File: src/rtl/conv1_pkg.sv
// Shared types and geometry for the conv-1 MAC/accumulate stage.
package conv1_pkg;
  localparam int unsigned IMG_DIM = 8;
  localparam int unsigned K_DIM   = 3;
  localparam int unsigned N_CH    = 3;
  localparam int unsigned N_W     = 27;
  localparam int unsigned N_TAP   = K_DIM * K_DIM;
  localparam int unsigned N_PIX   = IMG_DIM * IMG_DIM;
  localparam int unsigned N_WORDS = N_CH * N_PIX;
  localparam int unsigned SUM_W   = 21;

  typedef enum logic [1:0] {IDLE, ACCUM, DRAIN, STREAM} state_t;

  typedef logic [0:K_DIM-1][0:K_DIM-1][7:0] window_t;

  typedef struct packed {
    logic [1:0] dir;
    logic [5:0] idx;
  } tag_t;
endpackage

File: src/rtl/conv1_dot9.sv
// Two-stage 9-tap dot product: registered products, then registered sum.
module conv1_dot9
  import conv1_pkg::*;
#(
  parameter int unsigned DATA_W = 8,
  parameter int unsigned W_W    = 8
) (
  input  logic                          clk,
  input  logic                          reset,
  input  logic                          in_valid,
  input  tag_t                          in_tag,
  input  window_t                       win,
  input  logic [N_TAP-1:0][W_W-1:0]     wts,
  output logic                          out_valid,
  output tag_t                          out_tag,
  output logic signed [SUM_W-1:0]       out_sum
);
  localparam int unsigned PROD_W = DATA_W + 1 + W_W;

  logic signed [PROD_W-1:0] prod_d [N_TAP];
  logic signed [PROD_W-1:0] prod_q [N_TAP];
  logic signed [SUM_W-1:0]  sum_d, sum_q;
  logic                     s1_v_q, s2_v_q;
  tag_t                     s1_tag_q, s2_tag_q;

  // Pixels are zero-extended so they stay non-negative in the signed product.
  for (genvar r = 0; r < K_DIM; r++) begin : g_r
    for (genvar c = 0; c < K_DIM; c++) begin : g_c
      logic signed [PROD_W-1:0] px, wx;
      assign px = PROD_W'($signed({1'b0, win[r][c]}));
      assign wx = PROD_W'($signed(wts[r*K_DIM+c]));
      assign prod_d[r*K_DIM+c] = px * wx;
    end
  end

  always_comb begin
    sum_d = '0;
    for (int unsigned i = 0; i < N_TAP; i++) sum_d = sum_d + SUM_W'(prod_q[i]);
  end

  always_ff @(posedge clk) begin
    if (reset) begin
      s1_v_q <= 1'b0;
      s2_v_q <= 1'b0;
    end else begin
      s1_v_q <= in_valid;
      s2_v_q <= s1_v_q;
    end
    s1_tag_q <= in_tag;
    prod_q   <= prod_d;
    s2_tag_q <= s1_tag_q;
    sum_q    <= sum_d;
  end

  assign out_valid = s2_v_q;
  assign out_tag   = s2_tag_q;
  assign out_sum   = sum_q;
endmodule

File: src/rtl/conv1_mac_accum.sv
// Conv-1 MAC stage: weight regfile, dot-product pipeline, requantize, 3x8x8 map, streaming out.
module conv1_mac_accum
  import conv1_pkg::*;
#(
  parameter int unsigned DATA_W = 8,
  parameter int unsigned W_W    = 8,
  parameter int unsigned SHIFT  = 4
) (
  input  logic              clk,
  input  logic              reset,
  input  logic              enb,
  input  logic [1:0]        dir,
  input  logic [5:0]        dir_counter,
  input  logic              data_done,
  input  window_t           window,
  input  logic              w_we,
  input  logic [4:0]        w_addr,
  input  logic [W_W-1:0]    w_data,
  output logic              out_valid,
  input  logic              out_ready,
  output logic [DATA_W-1:0] out_data,
  output logic [1:0]        out_ch,
  output logic [5:0]        out_idx,
  output logic              out_last,
  output logic              busy,
  output logic              err
);
  localparam logic signed [SUM_W-1:0] QMAX = SUM_W'((1 << DATA_W) - 1);

  state_t                  state_q, state_d;
  logic [1:0]              cnt_q, cnt_d;
  logic [7:0]              ptr_q, ptr_d, rd_addr;
  logic                    err_q, err_d, rd_en;
  logic [W_W-1:0]          w_q [N_W];
  logic [N_TAP-1:0][W_W-1:0] wk [N_CH];
  logic [N_TAP-1:0][W_W-1:0] wsel;
  logic [DATA_W-1:0]       fmap [N_WORDS];
  logic [DATA_W-1:0]       rd_q, q;
  logic                    sample, accept, s2_v;
  tag_t                    in_tag, s2_tag;
  logic signed [SUM_W-1:0] s2_sum, shifted;

  assign sample = enb && !data_done;
  assign accept = sample && (dir != 2'd3) && (state_q == IDLE || state_q == ACCUM);
  assign in_tag = {dir, dir_counter};

  always_ff @(posedge clk) begin
    if (reset) begin
      for (int unsigned i = 0; i < N_W; i++) w_q[i] <= '0;
    end else if (w_we && state_q == IDLE && w_addr < 5'(N_W)) begin
      w_q[w_addr] <= w_data;
    end
  end

  for (genvar ch = 0; ch < N_CH; ch++) begin : g_ch
    for (genvar t = 0; t < N_TAP; t++) begin : g_t
      assign wk[ch][t] = w_q[ch*N_TAP+t];
    end
  end
  assign wsel = (dir == 2'd3) ? '0 : wk[dir];

  conv1_dot9 #(.DATA_W(DATA_W), .W_W(W_W)) u_dot9 (
    .clk       (clk),
    .reset     (reset),
    .in_valid  (accept),
    .in_tag    (in_tag),
    .win       (window),
    .wts       (wsel),
    .out_valid (s2_v),
    .out_tag   (s2_tag),
    .out_sum   (s2_sum)
  );

  always_comb begin
    shifted = s2_sum >>> SHIFT;
    if (shifted[SUM_W-1])   q = '0;
    else if (shifted > QMAX) q = '1;
    else                     q = shifted[DATA_W-1:0];
  end

  always_ff @(posedge clk) begin
    if (s2_v) fmap[{s2_tag.dir, s2_tag.idx}] <= q;
  end

  // Read register always holds the word at ptr_q, so a handshake can advance every cycle.
  always_ff @(posedge clk) begin
    if (reset)      rd_q <= '0;
    else if (rd_en) rd_q <= fmap[rd_addr];
  end

  always_comb begin
    state_d = state_q;
    cnt_d   = cnt_q;
    ptr_d   = ptr_q;
    err_d   = err_q;
    rd_en   = 1'b0;
    rd_addr = ptr_q;
    if (sample && dir == 2'd3)                            err_d = 1'b1;
    if (w_we && state_q != IDLE)                          err_d = 1'b1;
    if (sample && (state_q == DRAIN || state_q == STREAM)) err_d = 1'b1;
    case (state_q)
      IDLE:  if (accept) state_d = ACCUM;
      ACCUM: if (data_done) begin
        state_d = DRAIN;
        cnt_d   = '0;
      end
      DRAIN: begin
        cnt_d = cnt_q + 2'd1;
        if (cnt_q == 2'd2) begin
          state_d = STREAM;
          ptr_d   = '0;
          rd_en   = 1'b1;
          rd_addr = '0;
        end
      end
      STREAM: if (out_ready) begin
        if (ptr_q == 8'(N_WORDS - 1)) begin
          state_d = IDLE;
          ptr_d   = '0;
        end else begin
          ptr_d   = ptr_q + 8'd1;
          rd_en   = 1'b1;
          rd_addr = ptr_q + 8'd1;
        end
      end
      default: state_d = IDLE;
    endcase
  end

  always_ff @(posedge clk) begin
    if (reset) begin
      state_q <= IDLE;
      cnt_q   <= '0;
      ptr_q   <= '0;
      err_q   <= 1'b0;
    end else begin
      state_q <= state_d;
      cnt_q   <= cnt_d;
      ptr_q   <= ptr_d;
      err_q   <= err_d;
    end
  end

  assign out_valid = (state_q == STREAM);
  assign out_last  = out_valid && (ptr_q == 8'(N_WORDS - 1));
  assign out_data  = rd_q;
  assign out_ch    = ptr_q[7:6];
  assign out_idx   = ptr_q[5:0];
  assign busy      = (state_q != IDLE);
  assign err       = err_q;
endmodule
File: config.mk
export PLATFORM = sky130hd
export DESIGN_NAME = conv1_mac_accum
export DESIGN_NICKNAME = d
export VERILOG_FILES = /design/src/rtl/conv1_pkg.sv /design/src/rtl/conv1_dot9.sv /design/src/rtl/conv1_mac_accum.sv
export SDC_FILE = /design/constraint.sdc
export NUM_CORES = 2
export LEC_CHECK = 0
export CORE_AREA = 5 5 470 472
export CTS_CLUSTER_DIAMETER = 200
export DETAILED_ROUTE_END_ITERATION = 10
export DIE_AREA = 0 0 475 477
export PLACE_DENSITY = 0.7
export SLEW_MARGIN = 0
export SYNTH_ARGS = -nofsm -noshare
export SYNTH_HDL_FRONTEND = slang
export SYNTH_SLANG_ARGS = --single-unit
File: constraint.sdc
create_clock -name clk -period 8.2 [get_ports clk]
set_input_delay 1.64 -clock clk [delete_from_list [all_inputs] [get_ports clk]]
set_output_delay 1.64 -clock clk [all_outputs]
set_load 0.02 [all_outputs]
Yosys cells after proc, flatten, opt, wreduce, memory -nomap -nowiden

Memories as Yosys holds them, arrays and structs flattened. A register that Yosys moved wholly into a read port is not among the register bits.
Index checks and enable logic that the tools add are counted.

$add $sub $neg: 10
Multiply operators: 9
$lt $le $gt $ge: 3
Equal/unequal tests: 12
Mux-type cells: 38
Bitwise logic cells: 1
Reductions and logical operators: 21

Operators with widths:

| operator            | number |
|---|---|
| $mux 72             | 3 |
| $mul 9x8->17        | 9 |
| $bmux 72 s2         | 1 |
| $add 21x17->21      | 6 |
| $mux 8              | 8 |
| $pmux 8 s2          | 2 |
| $add 18x17->19      | 1 |
| $add 17x17->18      | 1 |
| $gt 17x9->1 const B | 1 |
| $mux 1              | 14 |
| $mux 2              | 6 |
| $logic_and 1x1->1   | 9 |
| $add 8x1->8 const B | 1 |
| $eq 2x2->1 const B  | 4 |
| $eq 8x8->1 const B  | 1 |
| $ne 2x1->1 const B  | 4 |
| $pmux 2 s4          | 1 |
| $reduce_or 8->1     | 1 |
| $reduce_bool 2->1   | 3 |
| $lt 5x5->1 const B  | 1 |
| $mux 5              | 1 |
| $reduce_and 5->1    | 1 |
| $ne 2x2->1 const B  | 2 |
| $pmux 2 s2          | 1 |
| 10 further kinds    | 12 |

Flip-flop bits (word level): 205
RAM bits: 1752
Bits of input ports: 99
Output and inout bits: 20
Logic and storage cells: 116
Memories: 2

Memories:

| memory | depth | width | read ports | clocked after memory_dff | write ports | line                  | source |
|---|---|---|---|---|---|---|---|
| fmap   | 192   | 8     | 1          | 1                        | 1           | conv1_mac_accum.sv:37 | `logic [DATA_W-1:0] fmap [N_WORDS];` |
| w_q    | 27    | 8     | 27         | 0                        | 27          | conv1_mac_accum.sv:34 | `logic [W_W-1:0] w_q [N_W];` |

Longest topological paths before layout

Word-level depth: 8
Gate-level depth with buffers: 27
Gate-level depth less buffers: 26

Modules after synthesis

A second synthesis with hierarchy kept.

Cells, all modules: 8477
Area, all modules: 99973.4 µm²

By module, submodules not included:

| module          | instances | cells an instance | area each (µm²) | seq. area each (µm²) |
|---|---|---|---|---|
| conv1_mac_accum | 1         | 5598              | 72627.2         | 53030.9 |
| conv1_dot9      | 1         | 2879              | 27346.2         | 3843.7 |

Worst setup path after synthesis

OpenSTA, ideal clock, no wires.

Path kind: in2reg
Start: input port dir[0]
End: register u_dot9.prod_q[66] (netlist name)
Library setup time: 0.118 ns
Data arrival time: 6.983 ns
Path slack: 1.099 ns
Stages: 22
Buffers on the path: 2
Cell sequence: buf_1 -> clkbuf_1 -> mux2i_1 -> o21ai_0 -> nand2_1 -> fa_1 -> fa_1 -> inv_1 -> fa_1 -> inv_1 -> fa_1 -> inv_1 -> ha_1 -> inv_1 -> o21ai_0 -> a21oi_1 -> o21ai_0 -> a21oi_1 -> o21ai_0 -> or4_1 -> o311a_1 -> xor2_1

RTL lines:

| item                 | line                  | source |
|---|---|---|
| from (decl)          | conv1_mac_accum.sv:12 | `input logic [1:0] dir,` |
| to (signal assigned) | conv1_dot9.sv:50      | `prod_q <= prod_d;` |
| to (decl)            | conv1_dot9.sv:21      | `logic signed [PROD_W-1:0] prod_q [N_TAP];` |

Worst setup path in the final report

Start: register u_dot9.prod_q[103] (netlist name)
End: register u_dot9.sum_q[20], in the netlist u_dot9.out_sum[20]

Longest elaborated chain between the ends: 7

RTL lines:

| item                        | line             | source |
|---|---|---|
| $add 18x17->19              | conv1_dot9.sv:38 | `for (int unsigned i = 0; i < N_TAP; i++) sum_d = sum_d + SUM_W'(prod_q[i]);` |
| $add 21x17->21 (6 in a row) | conv1_dot9.sv:38 |  |
| net u_dot9.sum_d[20]        | conv1_dot9.sv:22 | `logic signed [SUM_W-1:0] sum_d, sum_q;` |
| to (signal assigned)        | conv1_dot9.sv:52 | `sum_q <= sum_d;` |
| to (decl)                   | conv1_dot9.sv:22 |  |

The timed path passes the listed nets, and every way through them passes these cells.
A chain may end at the register's enable or synchronous reset.

==> results.sh <==
export IMPL_crit_top_cell="fa_1"
export IMPL_syn_avg_cell_area_um2=11.99
export IMPL_root_buffer="clkbuf_16"
export IMPL_vias=65730
export IMPL_syn_inst=8241
export IMPL_rsz0062_at_grt="no"
export IMPL_path_clk_slew_ns=0.06
export IMPL_crit_buf_inv=2
export IMPL_wirelength_mm=274.2
export IMPL_start_util=0.4573
export IMPL_grt_overflow=0
export IMPL_cpLargestDelayFamily="adder cells"
export IMPL_ant_nets=0
export IMPL_timing_setup_tns_ns=0
export IMPL_peakVddDrop_v=0.002272
export IMPL_synth_cell_type_count=87
export IMPL_p_leak_nw=41.73
export IMPL_async_flop_share=0
export IMPL_grt_max_degree=193
export IMPL_die_y_um=477
export IMPL_h_tree_depth=4
export IMPL_fmax_mhz=137.5
export IMPL_worstMarginPinSlew_ns=1.332
export IMPL_cts_hold_buf=0
export IMPL_synth_fa_ha_area_frac=0.1443
export IMPL_cts_sinks=1961
export IMPL_viasPerCell=5.776
export IMPL_io_buffer_count=118
export IMPL_criticalPathCategory="reg2reg"
export IMPL_gp_congestion=0.9151
export IMPL_synth_edff_count=1752
export IMPL_synthFlopType="edfxtp_1"
export IMPL_die_w_um=475
export IMPL_worstPathRequired_ns=8.97
export IMPL_core_area_um2=216100
export IMPL_outcome="complete, no violations"
export IMPL_ys_seq_elements=1961
export IMPL_placed_area_um2=103400
export IMPL_insertion_delay_ns=0.86
export IMPL_drt_iter0_markers=7871
export IMPL_synth_compound_area_frac=0.06315
export IMPL_cts_resized=0
export IMPL_setup_viol=0
export IMPL_cts_tree="done"
export IMPL_drv_slew=0
export IMPL_synth_xor_area_share=0.009750
export IMPL_yosysSeqAreaShare=0.5748
export IMPL_stdcell_area_um2=109800
export IMPL_dp_hpwl_mm=179.4
export IMPL_drcViolationCount=0
export IMPL_firstDrtPassIters=9
export IMPL_synth_top_family_by_area="simple AND/OR/NAND/NOR gates"
export IMPL_skew_ns=0.07690
export IMPL_finalCritPeriodShare=0.8870
export IMPL_cp_max_fo=4
export IMPL_cp_start_kind="register"
export IMPL_max_slew_margin_rel=0.1055
export IMPL_dieArea_um2=226600
export IMPL_numCtsBuffers=195
export IMPL_pwr_density_cell_nw_per_um2=370.5
export IMPL_slowest_delay_ns=0.72
export IMPL_syn_nets=9214
export IMPL_mostFrequentLayoutCells="edfxtp_1, nand2_1, inv_1"
export IMPL_post_cts_setup_buffer_count=0
export IMPL_arrival_ns=8.05
export IMPL_synthSimpleGateAreaFrac=0.1458
export IMPL_max_cap_violations=0
export IMPL_grt_pass1_vias=64940
export IMPL_end_kind="register"
export IMPL_ys_warn_count=0
export IMPL_drive_gt1_frac=0.06262
export IMPL_rows=171
export IMPL_gr_usage_all_layers=0.2384
export IMPL_clockBufferDepth=3
export IMPL_synthMuxAreaShare=0.02058
export IMPL_hold_class="reg2reg"
export IMPL_netlist_area_um2=98810
export IMPL_final_hold_violation_count=0
export IMPL_antenna_found_initial=19
export IMPL_nNetsFinal=9320
export IMPL_crit_chain="fa_1 > ha_1 > fa_1 > a21o_1 > a21oi_1 > o21bai_1 > a21oi_1 > o21ai_0 > a211o_1 > a2111oi_0 > nor2_1 > xnor2_1 > fa_1 > inv_1 > fa_1 > fa_1 > fa_1 > inv_1 > ha_1 > o41ai_2 > o21ai_0 > o41ai_1 > xnor2_1"
export IMPL_grt_pass1_wl_mm=410.8
export IMPL_io_pins=119
export IMPL_wl_per_cell_um=24.09
export IMPL_fin_crit_ns=7.274
export IMPL_final_common_cell="edfxtp_1"
export IMPL_synthToLayoutAreaGrowth_pct=11.12
export IMPL_critPathSlowestCell="a2111oi_0"
## per-layer routing
layer,vias up,track usage,share of wire
met2,3547,0.3678,0.46
met5,-,0.0002132,0.000098
met4,4,0.08894,0.040
li1,28910,-,-
met3,634,0.05136,0.11
met1,32640,0.3331,0.40
## power breakdown
group	switching (W)	internal, W	total [W]
registers	0.000255	0.0128	0.0130
clock network	0.00389	0.00502	0.00891
logic	0.0111	0.00764	0.0187
total	0.0152	0.0254	0.0407
## area by class of cell
class	count	area, um^2
Antenna cell	16	40.04
Clock buffer	251	5329
Clock inverter	110	1059
Fill cell	18360	106300
Inverter	665	2496
Multi-Input combinational cell	5267	38090
Sequential cell	1961	56790
Tap cell	2854	3571
Timing Repair Buffer	257	2422
## cell usage after synthesis (all sizes together) (15+ instances only)
master | n | area share
nand2 | 1494 | 0.057
and2 | 526 | 0.033
mux2i | 184 | 0.019
nand3 | 303 | 0.015
a21oi | 280 | 0.014
nor2b | 29 | 0.0018
a211oi | 45 | 0.0035
nor3 | 67 | 0.0038
a221oi | 45 | 0.0040
ha | 431 | 0.055
o22ai | 24 | 0.0015
edfxtp | 1752 | 0.53
nand4 | 62 | 0.0041
or3 | 16 | 0.0010
and3 | 91 | 0.0058
a32oi | 23 | 0.0020
o21ai | 217 | 0.011
a21boi | 29 | 0.0023
nor4 | 15 | 0.0011
buf | 203 | 0.011
xnor2 | 96 | 0.0085
a311oi | 34 | 0.0030
clkbuf | 145 | 0.0055
dfxtp | 209 | 0.042
nor2 | 396 | 0.015
or2 | 37 | 0.0023
a21o | 17 | 0.0013
fa | 443 | 0.090
inv | 665 | 0.025
a31oi | 119 | 0.0076
nand2b | 56 | 0.0035
## cell families after synthesis
kind of cell	after synthesis
DFF	1961
muxes	194
and+or+nand+nor	3111
xor gates and xnor gates	110
AOI/OAI and AO/OA	978
adders and majority gates	874
buffers and inverters	1013
## through the flow
| step | util | cells | hold WS [ns] | worst slack [ns] | total power [W] |
|---|---|---|---|---|---|
| after floorplan | - | 8241 | 0.3096 | 1.099 | 0.02734 |
| after detailed placement | 0.4784 | 11000 | 0.3197 | 0.3738 | 0.03174 |
| after global routing | 0.5080 | 11370 | 0.3433 | 0.3778 | 0.04324 |
| after CTS | 0.5079 | 11370 | 0.3399 | 0.9412 | 0.04070 |
| after global placement | 0.4784 | 11000 | 0.3138 | 0.5774 | 0.03116 |
| final | 0.5081 | 11380 | 0.3360 | 0.9262 | 0.04068 |
## state kept, by name, summed over array words and instances (netlist names)
signal	flops
w_q	216
u_dot9.s1_v_q	1
err	1
u_dot9.prod_q	153
ptr_q	8
u_dot9.out_sum	17
out_data	8
u_dot9.s1_tag_q	8
fmap	1536
u_dot9.out_tag	8
cnt_q	2
u_dot9.out_valid	1
state_q	2
## path summary, 6_finish.rpt
path                               from                          to  slack [ns]  cells past startpoint
max          u_dot9.prod_q[103]$_DFF_P_  u_dot9.out_sum[20]$_DFF_P_        0.93                     23
min reg2reg  u_dot9.s1_tag_q[1]$_DFF_P_   u_dot9.out_tag[1]$_DFF_P_        0.34                      0
max reg2reg  u_dot9.prod_q[103]$_DFF_P_  u_dot9.out_sum[20]$_DFF_P_        0.93                     23
min          u_dot9.s1_tag_q[1]$_DFF_P_   u_dot9.out_tag[1]$_DFF_P_        0.34                      0
Note: power is estimated with default switching activity, not from simulation.
